### config.mk
export PLATFORM = sky130hd
export DESIGN_NAME = mem_port_arbiter
export DESIGN_NICKNAME = d
export VERILOG_FILES = /design/src/rtl/mem_port_arbiter.sv
export SDC_FILE = /design/constraint.sdc
export NUM_CORES = 1
export LEC_CHECK = 0
export ABC_AREA = 1
export CAP_MARGIN = 10
export CORE_MARGIN = 2
export CORE_UTILIZATION = 25
export CTS_CLUSTER_DIAMETER = 40
export DETAILED_ROUTE_END_ITERATION = 8
export SETUP_SLACK_MARGIN = 0.2
export SLEW_MARGIN = 20
export SYNTH_ARGS = -nofsm -noshare
export SYNTH_HDL_FRONTEND = slang
export SYNTH_SLANG_ARGS = --single-unit
### constraint.sdc
create_clock -name clk -period 5.15 [get_ports clk]
set_input_delay 0.515 -clock clk [delete_from_list [all_inputs] [get_ports clk]]
set_output_delay 0.515 -clock clk [all_outputs]
set_load 0.02 [all_outputs]
### src/rtl/mem_port_arbiter.sv
// Arbiter for the single-port memory bus, shared by instruction fetch (I) and load/store (D).
// D has priority; a starvation guard forces an I grant. Includes a bus watchdog and fetch kill.
module mem_port_arbiter #(
  parameter int TIMEOUT      = 64,
  parameter int D_MAX_CONSEC = 4
) (
  input  logic        clk,
  input  logic        reset,
  input  logic        i_req,
  input  logic [31:0] i_addr,
  input  logic        i_flush,
  output logic        i_ready,
  output logic [31:0] i_rdata,
  output logic        i_err,
  input  logic        d_req,
  input  logic        d_we,
  input  logic [3:0]  d_wstrb,
  input  logic [31:0] d_addr,
  input  logic [31:0] d_wdata,
  output logic        d_ready,
  output logic [31:0] d_rdata,
  output logic        d_err,
  output logic        bus_req,
  output logic        bus_we,
  output logic [3:0]  bus_wstrb,
  output logic [31:0] bus_addr,
  output logic [31:0] bus_wdata,
  input  logic        bus_ack,
  input  logic [31:0] bus_rdata
);

  localparam logic [1:0] S_IDLE   = 2'd0;
  localparam logic [1:0] S_BUSY_I = 2'd1;
  localparam logic [1:0] S_BUSY_D = 2'd2;

  localparam logic [7:0] TMO_LAST   = 8'(TIMEOUT - 1);
  localparam logic [3:0] CONSEC_MAX = 4'(D_MAX_CONSEC);

  logic [1:0] state;
  logic [3:0] consec;
  logic [7:0] tmo;
  logic       kill;

  logic i_valid;
  logic d_valid;
  logic guard;
  logic grant_d;
  logic grant_i;
  logic expired;

  // Arbitration: a port whose ready pulse is high this cycle is not re-granted.
  always_comb begin
    i_valid = i_req && !i_ready;
    d_valid = d_req && !d_ready;
    guard   = i_valid && (consec == CONSEC_MAX);
    grant_d = 1'b0;
    grant_i = 1'b0;
    expired = 1'b0;
    if (state == S_IDLE) begin
      grant_d = d_valid && !guard;
      grant_i = !grant_d && i_valid && !i_flush;
    end else begin
      expired = !bus_ack && (tmo == TMO_LAST);
    end
  end

  // Main FSM, bus registers, completion pulses and watchdog.
  always_ff @(posedge clk or posedge reset) begin
    if (reset) begin
      state     <= S_IDLE;
      tmo       <= 8'd0;
      kill      <= 1'b0;
      bus_req   <= 1'b0;
      bus_we    <= 1'b0;
      bus_wstrb <= 4'd0;
      bus_addr  <= 32'd0;
      bus_wdata <= 32'd0;
      i_ready   <= 1'b0;
      i_rdata   <= 32'd0;
      i_err     <= 1'b0;
      d_ready   <= 1'b0;
      d_rdata   <= 32'd0;
      d_err     <= 1'b0;
    end else begin
      i_ready <= 1'b0;
      i_err   <= 1'b0;
      d_ready <= 1'b0;
      d_err   <= 1'b0;
      case (state)
        S_IDLE: begin
          kill <= 1'b0;
          tmo  <= 8'd0;
          if (grant_d) begin
            state     <= S_BUSY_D;
            bus_req   <= 1'b1;
            bus_we    <= d_we;
            bus_wstrb <= d_wstrb;
            bus_addr  <= d_addr;
            bus_wdata <= d_wdata;
          end else if (grant_i) begin
            state     <= S_BUSY_I;
            bus_req   <= 1'b1;
            bus_we    <= 1'b0;
            bus_wstrb <= 4'd0;
            bus_addr  <= i_addr;
            bus_wdata <= 32'd0;
          end else begin
            state <= S_IDLE;
          end
        end
        S_BUSY_I: begin
          if (bus_ack || expired) begin
            state   <= S_IDLE;
            bus_req <= 1'b0;
            kill    <= 1'b0;
            // A flush in the completing cycle also suppresses the result.
            if (!kill && !i_flush) begin
              i_ready <= 1'b1;
              i_err   <= !bus_ack;
              i_rdata <= bus_ack ? bus_rdata : 32'd0;
            end
          end else begin
            tmo <= tmo + 8'd1;
            if (i_flush) begin
              kill <= 1'b1;
            end
          end
        end
        S_BUSY_D: begin
          if (bus_ack || expired) begin
            state   <= S_IDLE;
            bus_req <= 1'b0;
            d_ready <= 1'b1;
            d_err   <= !bus_ack;
            d_rdata <= (bus_ack && !bus_we) ? bus_rdata : 32'd0;
          end else begin
            tmo <= tmo + 8'd1;
          end
        end
        default: begin
          state   <= S_IDLE;
          bus_req <= 1'b0;
        end
      endcase
    end
  end

  // Starvation counter: consecutive D grants while a fetch is waiting.
  always_ff @(posedge clk or posedge reset) begin
    if (reset) begin
      consec <= 4'd0;
    end else if (!i_req || grant_i) begin
      consec <= 4'd0;
    end else if (grant_d && (consec != CONSEC_MAX)) begin
      consec <= consec + 4'd1;
    end else begin
      consec <= consec;
    end
  end

endmodule

== Word-level counts from Yosys, hierarchy flattened ==
Index checks and enable logic that the tools add are counted.
Operators by class
  reductions and logical operators: 33
  equality and inequality tests: 9
  add/sub/neg operators: 2
  mux-type cells: 38
Operator list (number)
  2-to-1 mux 32 bit: 6
  2-to-1 mux 1 bit: 21
  2-to-1 mux 4 bit: 4
  one-hot mux 8 bit (2 select lines): 1
  logical AND 1 bit: 10
  AND reduction 2 bit: 5
  logical NOT 1 bit: 9
  adder 8 x 1 -> 8 bit (second input constant): 1
  == test 8 x 6 -> 1 bit (second input constant): 1
  2-to-1 mux 8 bit: 1
  nonzero test 2 bit: 4
  inequality test 3 bit (second input constant): 2
  adder 4 x 1 -> 4 bit (second input constant): 1
  == test 4 x 3 -> 1 bit (second input constant): 1
  2-to-1 mux 2 bit: 2
  inequality test 4 x 3 -> 1 bit (second input constant): 1
  one-hot mux 1 bit (2 select lines): 2
  one-hot mux 2 bit (2 select lines): 1
  AND reduction 3 bit: 1
  == test 2 x 1 -> 1 bit (second input constant): 1
  == test 2 bit (second input constant): 1
  logical NOT 2 bit: 1
  logical OR 1 bit: 2
  inequality test 2 x 1 -> 1 bit (second input constant): 1
  other kinds (2): 2
Word-level totals
  bits of input ports: 139
  flip-flop bits (word level): 153

== Longest topological paths before layout ==
  depth after elaboration: 12
  mapped depth: 13
  mapped depth without buffers: 11

== Worst setup path after synthesis ==
No wires, ideal clock.
  path type: register to register
  start point: reg state[0]
  end point: reg d_rdata[0]
  stages on the path, launching flop included: 14
  path buffers: 3
  arrival time: 1.500 ns
  required time: 5.020 ns
  setup slack: 3.520 ns
  cell sequence: dfrtp_1 > inv_1 > ha_1 > buf_2 > inv_2 > nand2_1 > nor2_2 > nand2_2 > nand2_2 > nand2_2 > buf_6 > buf_6 > nand2_1 > o21ai_1
Between the ends
  cells in the longest elaborated chain, start to end: 4
  elaborated cells on any way between the ends: 5
  classes of those cells: eq/ne (1); mux (1); reduce/logical (3)
RTL lines
  from (decl): line 39  | logic [1:0] state;
  from (signal assigned): line 70  | state <= S_IDLE;
  from (signal assigned): line 94  | state <= S_BUSY_D;
  from (signal assigned): line 101  | state <= S_BUSY_I;
  logical NOT 2 bit: line 59  | if (state == S_IDLE) begin
  2-to-1 mux 1 bit: line 59
  logical OR 1 bit: line 130  | if (bus_ack || expired) begin
  AND reduction 2 bit (no source line) *
  to (signal assigned): line 135  | d_rdata <= (bus_ack && !bus_we) ? bus_rdata : 32'd0;
  to (decl): line 21  | output logic [31:0] d_rdata,
Mark *: on every way between the ends. The rest lies on a longest branch, timed or not.
A chain may end at the register's enable or synchronous reset.

== Worst setup path after layout ==
  start point: in bus_ack
  end point: reg d_rdata[23]
Between the ends
  cells in the longest elaborated chain, start to end: 5
  elaborated cells on any way between the ends: 7
  classes of those cells: mux (2); reduce/logical (5)
RTL lines
  from (decl): line 28  | input logic bus_ack,
  logical NOT 1 bit: line 63  | expired = !bus_ack && (tmo == TMO_LAST);
  logical AND 1 bit: line 63
  2-to-1 mux 1 bit: line 59
  logical OR 1 bit: line 130
  AND reduction 2 bit (no source line)
Several ways; a longest one is shown, not always the timed one.

==> flow_summary.ini <==
[power]
intPower_mw = 3.65
pwr-share-seq_pct = 33.0
clockPowerShare_pct = 19.6
power_density_mw_per_mm2 = 586
p_comb_share_pct = 47.5
ir_drop_mv = 0.243
switching_power_mw = 2.48
p_sw_share_pct = 40.5
p_leak_nw = 4.87

[synthesis]
syn-num-nets = 946
yosysSeqAreaShare_pct = 55.4
syn_area_sq_mm = 0.00691
synth_area_leader_cell = dfrtp_1
syn_avg_cell_area_sq_um = 8.63
ys_warn_count = 0
synthTopCellsByArea = dfrtp_1, nand2_1, nand3_1, o21ai_0, inv_1
ys_seq_elements = 153
synthCells = 801
netlist-cell-type-count = 25
synth_top_area_share_pct = 55.4

[cells_and_area]
fin_area_sq_mm = 0.0105
fin_cells = 1406
regArea_sq_mm = 0.00383
fill_cells = 2731
fin_util_pct = 38.7
area_delta_synth_final_pct = 51.3
diodes = 0
drive_above_1_share_pct = 7.32
nets = 1197
multi_input_area_sq_mm = 0.00245

[die]
die_w_um = 170
fp.dieH_um = 170
core_sq_mm = 0.0270
die-area_sq_mm = 0.0290
initial_core_util_pct = 25.6
io_pins = 277
rows = 60

[detailed_routing]
totalWireLength_um = 20600
drc = 0
dr.first_iter.drc_count = 398
firstDrtPassIters = 4
via_count = 6133
ant_nets = 0
routedWlPerCell_um = 14.6
viasPerCell = 4.36

[worst_setup_path]
required_ns = 5.50
ff2ff_setup_slack_ns = 2.59
rr_startpoint = state[0]
crit_path_end_kind = register
cp.arrival_ns = 3.02
crit_type = in2reg
cp-startpoint = bus_ack
cp-start-kind = primary input
worst-path-max-fanout = 46

[clock_tree]
cts_tree = built
cts_sinks = 153
hold_buffers = 0
postCtsSetupBuffers = 0
clk_path_buf_depth = 2
htreeDepth = 4
clk_latency_ns = 0.43
cts-root-buf = clkbuf_16
numCtsBuffers = 17
path_clk_slew_ns = 0.07
ctsResizeCount = 0

[global_routing]
grt_usage_pct = 14.0
grt_pass1_vias = 5955
overflow = 0
antenna_found_initial = 0
grt_pass1_wl_um = 32000
grt_max_degree = 104

[timing]
hold_viol = 0
post-route-min-period_ns = 2.67
rsz0062_at_grt = no
tns_ns = 0
slew_headroom_pct = 35.3
period_share_pct = 51.9
setup_viol = 0
skew_ns = 0.0180
worst_slew_pin_slew_ns = 0.967
clock.fmax_mhz = 374
drv_slew = 0

[place]
dp_hpwl_um = 14200
dp_cells = 1374
io_buffers = 276
post_dp_cell_area_sq_mm = 0.00989
place_congestion = 0.778

[min_path]
min_path_type = reg2reg
hp-start = i_rdata[8]

[run_status]
run_status = finished clean

[job]
cap_viol_max_count = 0
power groups by stage:
stage | sequential [mW] | combinational, mW | clock [mW]
CTS | 2.02 | 2.95 | 1.24
global placement | 2.03 | 2.92 | 0
detailed placement | 2.03 | 2.94 | 0
global route | 2.09 | 3.17 | 1.30
finish | 2.02 | 2.91 | 1.20
floorplan | 2.64 | 0.934 | 0
cell families after synthesis:
| logic type | count (synthesis) | share of synthesized area, % |
|---|---|---|
| DFF | 153 | 55.4 |
| adders and majority gates | 6 | 1.09 |
| xor gates and xnor gates | 4 | 0.507 |
| AOI/OAI and AO/OA | 141 | 11.5 |
| and+or+nand+nor | 350 | 21.9 |
| buffers and inverters | 147 | 9.61 |
cell usage after synthesis:
| library cell | number |
|---|---|
| nand2_2 | 3 |
| nor2_2 | 2 |
| inv_2 | 2 |
| nand2_1 | 201 |
| xnor2_1 | 1 |
| buf_2 | 17 |
| xor2_1 | 3 |
| ha_1 | 6 |
| clkbuf_1 | 18 |
| nor2_1 | 14 |
| dfrtp_1 | 153 |
| or2_2 | 1 |
| inv_1 | 92 |
| nor2_4 | 1 |
| inv_6 | 1 |
| buf_4 | 9 |
| o21ai_2 | 23 |
| buf_6 | 7 |
| o21ai_1 | 11 |
| nand3_2 | 2 |
| o21ai_0 | 105 |
| nand4_1 | 8 |
| nand3_1 | 118 |
| clkinv_1 | 1 |
| a21oi_1 | 2 |
metrics by stage:
| stage | hold WS, ns | setup WS [ns] | power, mW |
|---|---|---|---|
| floorplan | 0.478 | 0.514 | 3.57 |
| global placement | 0.454 | 2.09 | 4.95 |
| detailed placement | 0.457 | 2.04 | 4.97 |
| CTS | 0.474 | 2.49 | 6.22 |
| global route | 0.494 | 2.28 | 6.56 |
| finish | 0.467 | 2.48 | 6.13 |
registers in the layout, summed over array words and instances, names as in the netlist, 2 cells and up:
signal / flops
bus_addr: 32
bus_wdata: 32
bus_wstrb: 4
consec: 4
d_rdata: 32
i_rdata: 32
state: 2
tmo: 8
area by class of cell:
class / instances / share of cell area, %
clock buffer: 17 / 4.07
clock inverter: 15 / 1.23
inverter: 96 / 3.54
multi-input combinational: 501 / 23.4
sequential: 153 / 36.6
tap: 341 / 4.08
timing repair buffer: 283 / 27.0
cells in the final DEF, fill, tap and decap left out, types with 4 or more instances in the layout:
master,synthesis,routed
clkdlybuf4s50_1,0,276
nand2_1,201,199
dfrtp_1,153,153
nand3_1,118,118
o21ai_0,105,105
inv_1,92,91
o21ai_2,23,23
clkbuf_16,0,17
nor2_1,14,13
o21ai_1,11,11
inv_6,1,9
nand4_1,8,8
ha_1,6,6
clkinvlp_4,0,6
buf_4,9,6
nand2_2,3,4
routing by layer:
metal	share of wire (%)	vias to the layer above	track usage [%]
met2	45	208	21.7
li1	-	3073	-
met4	1.4	0	3.98
met1	44	2833	17.5
met5	0	-	0
met3	9.7	19	6.56
path summary, 6_finish.rpt:
path,endpoint,cells after the start
worst max-delay path,d_rdata[23],11
worst min-delay path,i_rdata[8],2
worst max register to register,d_rdata[23],11
worst min register to register,i_rdata[8],2
max in group asynchronous,state[0],3
min in group asynchronous,d_rdata[21],2
worst max-delay path, cell delays in order:
cell	delay [ns]
clkdlybuf4s50_1	0.46
buf_4	0.36
inv_6	0.08
nand2_1	0.09
nor2_2	0.05
nand2_2	0.08
nand2_2	0.07
nand2_2	0.71
buf_4	0.41
nand2_1	0.11
o21ai_2	0.07
(Power assumes the default switching activity.)
